[config.mk]
export PLATFORM = sky130hd
export DESIGN_NAME = button_debouncer
export DESIGN_NICKNAME = d
export VERILOG_FILES = /design/src/rtl/button_debouncer_pkg.sv /design/src/rtl/button_debouncer_bit_synchronizer.sv /design/src/rtl/button_debouncer.sv
export SDC_FILE = /design/constraint.sdc
export NUM_CORES = 1
export LEC_CHECK = 0
export CAP_MARGIN = 15
export CORE_UTILIZATION = 45
export CTS_CLUSTER_SIZE = 20
export DETAILED_ROUTE_END_ITERATION = 12
export DONT_BUFFER_PORTS = 1
export SYNTH_ARGS = -nofsm -noshare
export SYNTH_HDL_FRONTEND = slang
export SYNTH_SLANG_ARGS = --single-unit
[constraint.sdc]
create_clock -name clk -period 1.7 [get_ports clk]
set_clock_uncertainty 0.2 [all_clocks]
set_input_delay 0.34 -clock clk [delete_from_list [all_inputs] [get_ports clk]]
set_output_delay 0.34 -clock clk [all_outputs]
set_load 0.01 [all_outputs]
[src/rtl/button_debouncer_pkg.sv]
// rtl/button_debouncer_pkg.sv - shared state encoding and board defaults for the debouncer
//
// Holds the FSM state type used by button_debouncer and the default
// qualification window for the board clock (10 ms at 100 MHz).

package button_debouncer_pkg;

  typedef enum logic [1:0] {
    S_LO     = 2'd0,
    S_CHK_HI = 2'd1,
    S_HI     = 2'd2,
    S_CHK_LO = 2'd3
  } deb_state_t;

  localparam int DEFAULT_DEBOUNCE_CYCLES = 1000000;
  localparam int DEFAULT_SYNC_STAGES     = 2;
  localparam int DEFAULT_GLITCH_W        = 8;

endpackage

[src/rtl/button_debouncer_bit_synchronizer.sv]
// rtl/button_debouncer_bit_synchronizer.sv - multi-flop synchroniser for one asynchronous bit
//
// Ports:
//   clk  in   destination clock
//   rst  in   asynchronous active-high reset, loads RESET_VAL into every stage
//   d    in   asynchronous input bit
//   q    out  synchronised bit (last stage of the chain)

module bit_synchronizer #(
  parameter int   STAGES    = 2,
  parameter logic RESET_VAL = 1'b0
) (
  input  logic clk,
  input  logic rst,
  input  logic d,
  output logic q
);

  logic [STAGES-1:0] chain;

  always_ff @(posedge clk or posedge rst) begin
    if (rst) begin
      chain <= {STAGES{RESET_VAL}};
    end else begin
      chain <= {chain[STAGES-2:0], d};
    end
  end

  assign q = chain[STAGES-1];

endmodule

[src/rtl/button_debouncer.sv]
// rtl/button_debouncer.sv - synchronise and debounce a raw button level, count rejected bounces
//
// Ports:
//   clk         in   system clock
//   rst         in   asynchronous active-high reset
//   btn_in      in   raw asynchronous button/switch level
//   glitch_clr  in   synchronous clear of glitch_cnt (wins over a same-cycle increment)
//   btn_level   out  debounced level
//   busy        out  high while a candidate transition is being qualified
//   glitch_cnt  out  saturating count of rejected transitions

module button_debouncer
  import button_debouncer_pkg::*;
#(
  parameter int SYNC_STAGES     = DEFAULT_SYNC_STAGES,
  parameter int DEBOUNCE_CYCLES = DEFAULT_DEBOUNCE_CYCLES,
  parameter int GLITCH_W        = DEFAULT_GLITCH_W
) (
  input  logic                clk,
  input  logic                rst,
  input  logic                btn_in,
  input  logic                glitch_clr,
  output logic                btn_level,
  output logic                busy,
  output logic [GLITCH_W-1:0] glitch_cnt
);

  localparam int CNT_W = $clog2(DEBOUNCE_CYCLES + 1);
  // Compare against the exact terminal value so a wider-than-needed counter
  // cannot stretch the qualification window.
  localparam logic [CNT_W-1:0] CNT_LAST = CNT_W'(DEBOUNCE_CYCLES - 1);

  logic             sync_q;
  deb_state_t       state;
  logic [CNT_W-1:0] cnt;
  logic             reject;

  bit_synchronizer #(
    .STAGES    (SYNC_STAGES),
    .RESET_VAL (1'b0)
  ) u_sync (
    .clk (clk),
    .rst (rst),
    .d   (btn_in),
    .q   (sync_q)
  );

  // A candidate is abandoned when the input returns to the stable level
  // before the window completes; this is what glitch_cnt counts.
  assign reject = ((state == S_CHK_HI) && !sync_q) ||
                  ((state == S_CHK_LO) &&  sync_q);

  always_ff @(posedge clk or posedge rst) begin
    if (rst) begin
      state     <= S_LO;
      cnt       <= '0;
      btn_level <= 1'b0;
      busy      <= 1'b0;
    end else begin
      case (state)
        S_LO: begin
          if (sync_q) begin
            state <= S_CHK_HI;
            cnt   <= '0;
            busy  <= 1'b1;
          end
        end
        S_CHK_HI: begin
          if (!sync_q) begin
            state <= S_LO;
            busy  <= 1'b0;
          end else if (cnt == CNT_LAST) begin
            state     <= S_HI;
            btn_level <= 1'b1;
            busy      <= 1'b0;
          end else begin
            cnt <= cnt + CNT_W'(1);
          end
        end
        S_HI: begin
          if (!sync_q) begin
            state <= S_CHK_LO;
            cnt   <= '0;
            busy  <= 1'b1;
          end
        end
        S_CHK_LO: begin
          if (sync_q) begin
            state <= S_HI;
            busy  <= 1'b0;
          end else if (cnt == CNT_LAST) begin
            state     <= S_LO;
            btn_level <= 1'b0;
            busy      <= 1'b0;
          end else begin
            cnt <= cnt + CNT_W'(1);
          end
        end
        default: begin
          state     <= S_LO;
          cnt       <= '0;
          btn_level <= 1'b0;
          busy      <= 1'b0;
        end
      endcase
    end
  end

  always_ff @(posedge clk or posedge rst) begin
    if (rst) begin
      glitch_cnt <= '0;
    end else if (glitch_clr) begin
      glitch_cnt <= '0;
    end else if (reject && (glitch_cnt != {GLITCH_W{1'b1}})) begin
      glitch_cnt <= glitch_cnt + GLITCH_W'(1);
    end
  end

endmodule

Word level (Yosys, flattened, before mapping)

Index checks and enable logic that the tools add are counted.

Input port bits: 4
Register bits: 34
Word-level logic and storage cells: 59

Eq/ne operators: 13
Reductions and logical operators: 12
Add/subtract/negate cells: 2
Muxes and demuxes: 26

Operator list:

| cell                                                | count |
|---|---|
| 2-to-1 mux 20 bit                                   | 5 |
| one-hot mux 20 bit (4 select lines)                 | 1 |
| adder 20 x 1 -> 20 bit, second input constant       | 1 |
| equality test 20 bit, second input constant         | 1 |
| 2-to-1 mux 8 bit                                    | 2 |
| 2-to-1 mux 2 bit                                    | 6 |
| 2-to-1 mux 1 bit                                    | 9 |
| adder 8 x 1 -> 8 bit, second input constant         | 1 |
| != test 2 x 1 -> 1 bit, second input constant       | 4 |
| != test 8 bit, second input constant                | 1 |
| one-hot mux 2 bit (4 select lines)                  | 1 |
| AND reduction 4 bit                                 | 2 |
| AND reduction 5 bit                                 | 1 |
| equality test 2 bit, second input constant          | 2 |
| != test 2 bit, second input constant                | 2 |
| one-hot mux 1 bit (4 select lines)                  | 1 |
| nonzero test 2 bit                                  | 2 |
| logical AND 1 bit                                   | 3 |
| != test 3 x 1 -> 1 bit, second input constant       | 1 |
| != test 3 bit, second input constant                | 1 |
| equality test 2 x 1 -> 1 bit, second input constant | 1 |
| logical NOT 2 bit                                   | 1 |
| one-hot mux 1 bit (2 select lines)                  | 1 |
| AND reduction 2 bit                                 | 1 |
| other kinds (2)                                     | 2 |

Depth between registers and ports, before layout

Depth in word-level cells: 6
Depth in mapped cells: 6

By module

Synthesis repeated with hierarchy kept, for this count alone.

Cell total of the unflattened synthesis: 212
Area, all modules: 1918.1 um^2

By module, submodules not included:

| module           | seq. area each (um^2) | area an instance (um^2) | times used | cells an instance |
|---|---|---|---|---|
| button_debouncer | 800.8                 | 1864.3                  | 1          | 209 |
| bit_synchronizer | 50.0                  | 53.8                    | 1          | 3 |

Worst setup path after synthesis

OpenSTA, ideal clock, no wires.

Path type: register -> register
Start: reg cnt[0]
End: reg cnt[1]
Path buffers: 0
Clock period less this slack: 1.849 ns
Data arrival time: 1.525 ns
Cell stages (with the launch flop): 7
Data required time: 1.376 ns
Path slack: -0.149 ns
Setup time: 0.124 ns
Cells stage by stage: dfrtp_1 ha_1 nand3_1 or3_1 o21ai_2 inv_1 mux2i_1

Cells in the longest elaborated chain, start to end: 4
Elaborated cells between the ends (all ways): 6
Those cells by class: 1 x add/sub; 1 x eq/ne; 4 x mux

RTL lines:

| element                                                               | line                                           | source |
|---|---|---|
| start, declared                                                       | button_debouncer.sv:35                         | `logic [CNT_W-1:0] cnt;` |
| start signal, assigned                                                | button_debouncer.sv:77                         | `cnt <= cnt + CNT_W'(1);` |
| start signal, assigned                                                | button_debouncer.sv:96                         | `cnt <= cnt + CNT_W'(1);` |
| adder 20 x 1 -> 20 bit / equality test 20 bit (equally long branches) | -                                              |  |
| 2-to-1 mux 20 bit (*)                                                 | button_debouncer.sv:72, button_debouncer.sv:91 |  |
| 2-to-1 mux 20 bit (on tied branches)                                  | button_debouncer.sv:88, button_debouncer.sv:69 |  |
| one-hot mux 20 bit (4 select lines) (*)                               | button_debouncer.sv:60                         | `case (state)` |

Every way passes the cells marked *; elsewhere a longest branch is shown, timed or not. The select of a mux whose other input is x is not followed.
A chain may end at the register's enable or synchronous reset.

Worst setup path in the final report

Start: reg cnt[7]
End: reg cnt[11]

The elaborated chain is that of the path after synthesis.

==> key figures <==
STA
  • Max frequency: 549 MHz
  • Slew margin rel.: 0.743
  • Final WS setup: -0.122 ns
  • Slew of the pin with the lowest slew margin: 0.384 ns
  • Final setup vio count: 27
  • Final period util: 1.07
  • Min Tclk post-route: 1.82 ns
  • RSZ-0062 raised after global routing: yes
  • Fin. Hold Viols: 0
  • Max-slew violations: 0

Global route
  • Global route overflow: 0
  • First-pass GRT wire length: 9.07 mm
  • Met2 usage: 0.473
  • Number of global-route vias before repair: 1895
  • Busiest metal layer after global routing: met2
  • Initial antenna violation count: 0
  • Largest net degree at the start of global routing: 24
  • Met3 Track Usage GR: 0.0672
  • Global-route met1 utilization: 0.342
  • Total GRT Usage: 0.280

Clock network
  • Clk_lat worst skew: 0.29 ns
  • CTS root buf: clkbuf_8
  • CTS Buffer Depth: 2
  • CTS tree: built
  • Cts bufs inserted: 5
  • Clk sinks: 34
  • CTS clock-pin slew for the worst setup and hold paths: 0.08 ns
  • H-tree depth: 2

Synthesis
  • Mean Syn Cell Area: 9.45 µm²
  • Post-Synthesis Cells: 195
  • Synth unique cells: 46
  • Post-Synth XOR/XNOR Area: 0.0224
  • Cell taking the most area after synthesis: dfrtp_1
  • Leading post-synthesis cells by cell area: dfrtp_1 46%, o21ai_0 4.9%, nand3_1 3.8%
  • Yosys warning total: 0
  • Largest family of logic cells by synthesized area: simple AND/OR/NAND/NOR gates
  • Top-area cell type share of the netlist area: 0.462
  • Post-Synth Simple-Gate Area: 0.223
  • Post-synth top flop: dfrtp_1
  • Seq cells post-synth: 34
  • EDFF count, synth: 0
  • Synthesized net count: 201
  • Async SR Flop Fraction: 1.00
  • Post-synthesis sequential area ratio: 0.462
  • Post-synthesis mux area share: 0.0163
  • Compound-gate portion of the synthesized area: 0.221
  • Post-Syn Area: 1840 µm²
  • Adder-cell share of the synthesized area: 0.0136

Final layout
  • Post-layout net count: 262
  • Filler cell count: 266
  • Commonest non-fill, non-tap cell in the layout: buf_4
  • Number of diodes: 0
  • Design Area, Final: 2780 µm²
  • Most frequent cells in the layout: 55 x buf_4, 30 x dfrtp_1, 14 x nand2_1
  • Footprint of the multi-input gates: 1180 µm²
  • Fraction of layout cells with a size suffix above 1: 0.455
  • Fin util: 0.732
  • Area growth syn-to-layout: 50.8%
  • FF/Latch Area: 856 µm²

Detailed routing
  • Vias/cell: 6.19
  • First DRT Iteration DRCs: 152
  • TritonRoute pass-1 iters: 4
  • DRC: 0
  • Vias: 1889
  • Routed Antenna Nets: 0
  • Routed len/inst: 18.4 µm
  • Routed WL: 5.62 mm

Setup path
  • RR Startpoint: cnt[7]
  • WP data required: 1.66 ns
  • CP max FO: 4
  • R2r setup slk: -0.12 ns
  • Crit. End Element: register
  • Depth of the most critical reg-to-reg path: 5
  • CP Launch Type: register
  • Worst EP arrival: 1.78 ns
  • Kind of critical path: register to register
  • R2R Path End: cnt[11]

Hold path
  • HP Start: glitch_clr
  • Hold Crit Class: primary input to register
  • Hold Path Sink: glitch_cnt[6]
  • Hold path depth: 1

Placement
  • Final GP Congestion: 0.830
  • Placed cell areas: 2250 µm²
  • IO Port Bufs: 0
  • Post-DP HPWL: 3.42 mm

Die
  • Core area: 3800 µm²
  • IO Count: 14
  • Die height: 66.0 µm
  • # rows: 22
  • DIE WIDTH: 66.0 µm
  • Die ar.: 4360 µm²
  • Starting density of the core: 0.485

Flow run
  • Max-cap check violation count: 0

Power and ir drop
  • Power, Total: 0.00201 W
  • PwrDens: 723 nW/µm²
  • P_leak: 1.20 nW
  • Peak VDD IR: 0.675 mV

Outcome
  • Failing checks: setup timing
  • Status: complete, but fails checks
## sequential cells by signal, summed over array words and instances, names as in the netlist, named ones only
name	flops
state	1
busy	1
btn_level	1
glitch_cnt	8
cnt	20
u_sync.chain	2
## per-layer routing
metal	wire length [µm]	up-vias
li1	-	862
met1	2350	948
met2	2810	61
met3	313	18
met4	150	0
met5	0	-
## critical path, cell delays in order, from the launching register on
cell,delay (ns)
dfrtp_2,0.43
nor4bb_4,0.35
and4_1,0.30
a21o_1,0.20
buf_6,0.15
o31ai_4,0.07
## what timing repair did
action / in CTS / in global routing
hold endpoints to repair: 42 / 0
gates cloned: 1 / 0
endpoints found under the setup margin: 25 / 31
buffers inserted: 9 / 4
hold buffers: 3 / 0
pin swaps: 18 / 10
resized for setup: 30 / 28
## cells in the mapped netlist, drive strengths merged (6+ instances only)
| master | count |
|---|---|
| o21ai | 19 |
| o31ai | 6 |
| a21oi | 13 |
| and3 | 6 |
| nand2 | 15 |
| inv | 10 |
| nand3 | 15 |
| buf | 6 |
| or3 | 8 |
| dfrtp | 34 |
## worst max path at each step
| stage | from | end | slack, ns | cells after the start |
|---|---|---|---|---|
| 2_1_floorplan | glitch_cnt[0] | glitch_cnt[6] | -0.03 | 6 |
| 3_3_place_gp | cnt[8] | cnt[9] | -0.23 | 5 |
| 3_5_place_dp | cnt[7] | cnt[9] | -0.26 | 5 |
| 4_1_cts | cnt[0] | cnt[1] | -0.13 | 6 |
| 5_1_grt | cnt[7] | cnt[0] | -0.20 | 5 |
| 6_report | cnt[7] | cnt[11] | -0.12 | 5 |
## cell families after synthesis
family | after synthesis
xor+xnor | 3
simple gates | 72
flops | 34
compound gates | 62
fa+ha+maj | 2
buf+inv | 19
mux | 3
## stage by stage
| stage | setup WS (ns) | setup TNS, ns | instances | hold slack, ns |
|---|---|---|---|---|
| 5_1_grt | -0.197 | -3.69 | 305 | 0.00932 |
| 3_5_place_dp | -0.263 | -2.20 | 280 | 0.0561 |
| 3_3_place_gp | -0.227 | -1.44 | 280 | 0.0488 |
| 2_1_floorplan | -0.0307 | -0.163 | 195 | 0.131 |
| 6_report | -0.122 | -1.85 | 305 | 0.00844 |
| 4_1_cts | -0.133 | -1.24 | 301 | 0.00241 |
## report_power, final
group / switching, W / internal, W
Clock: 0.000320 / 0.000626
Combinational: 0.000109 / 0.0000948
Sequential: 0.0000273 / 0.000831
Total: 0.000457 / 0.00155
## final cells by class
cell class / count / share of cell area
multi-input cells: 142 / 0.425
flip-flops and latches: 34 / 0.308
repair buffers: 63 / 0.181
clock buffers: 6 / 0.0297
clock inverters: 2 / 0.0216
well taps: 48 / 0.0216
inverters: 10 / 0.0135
Power figures use the tool's default switching activity.
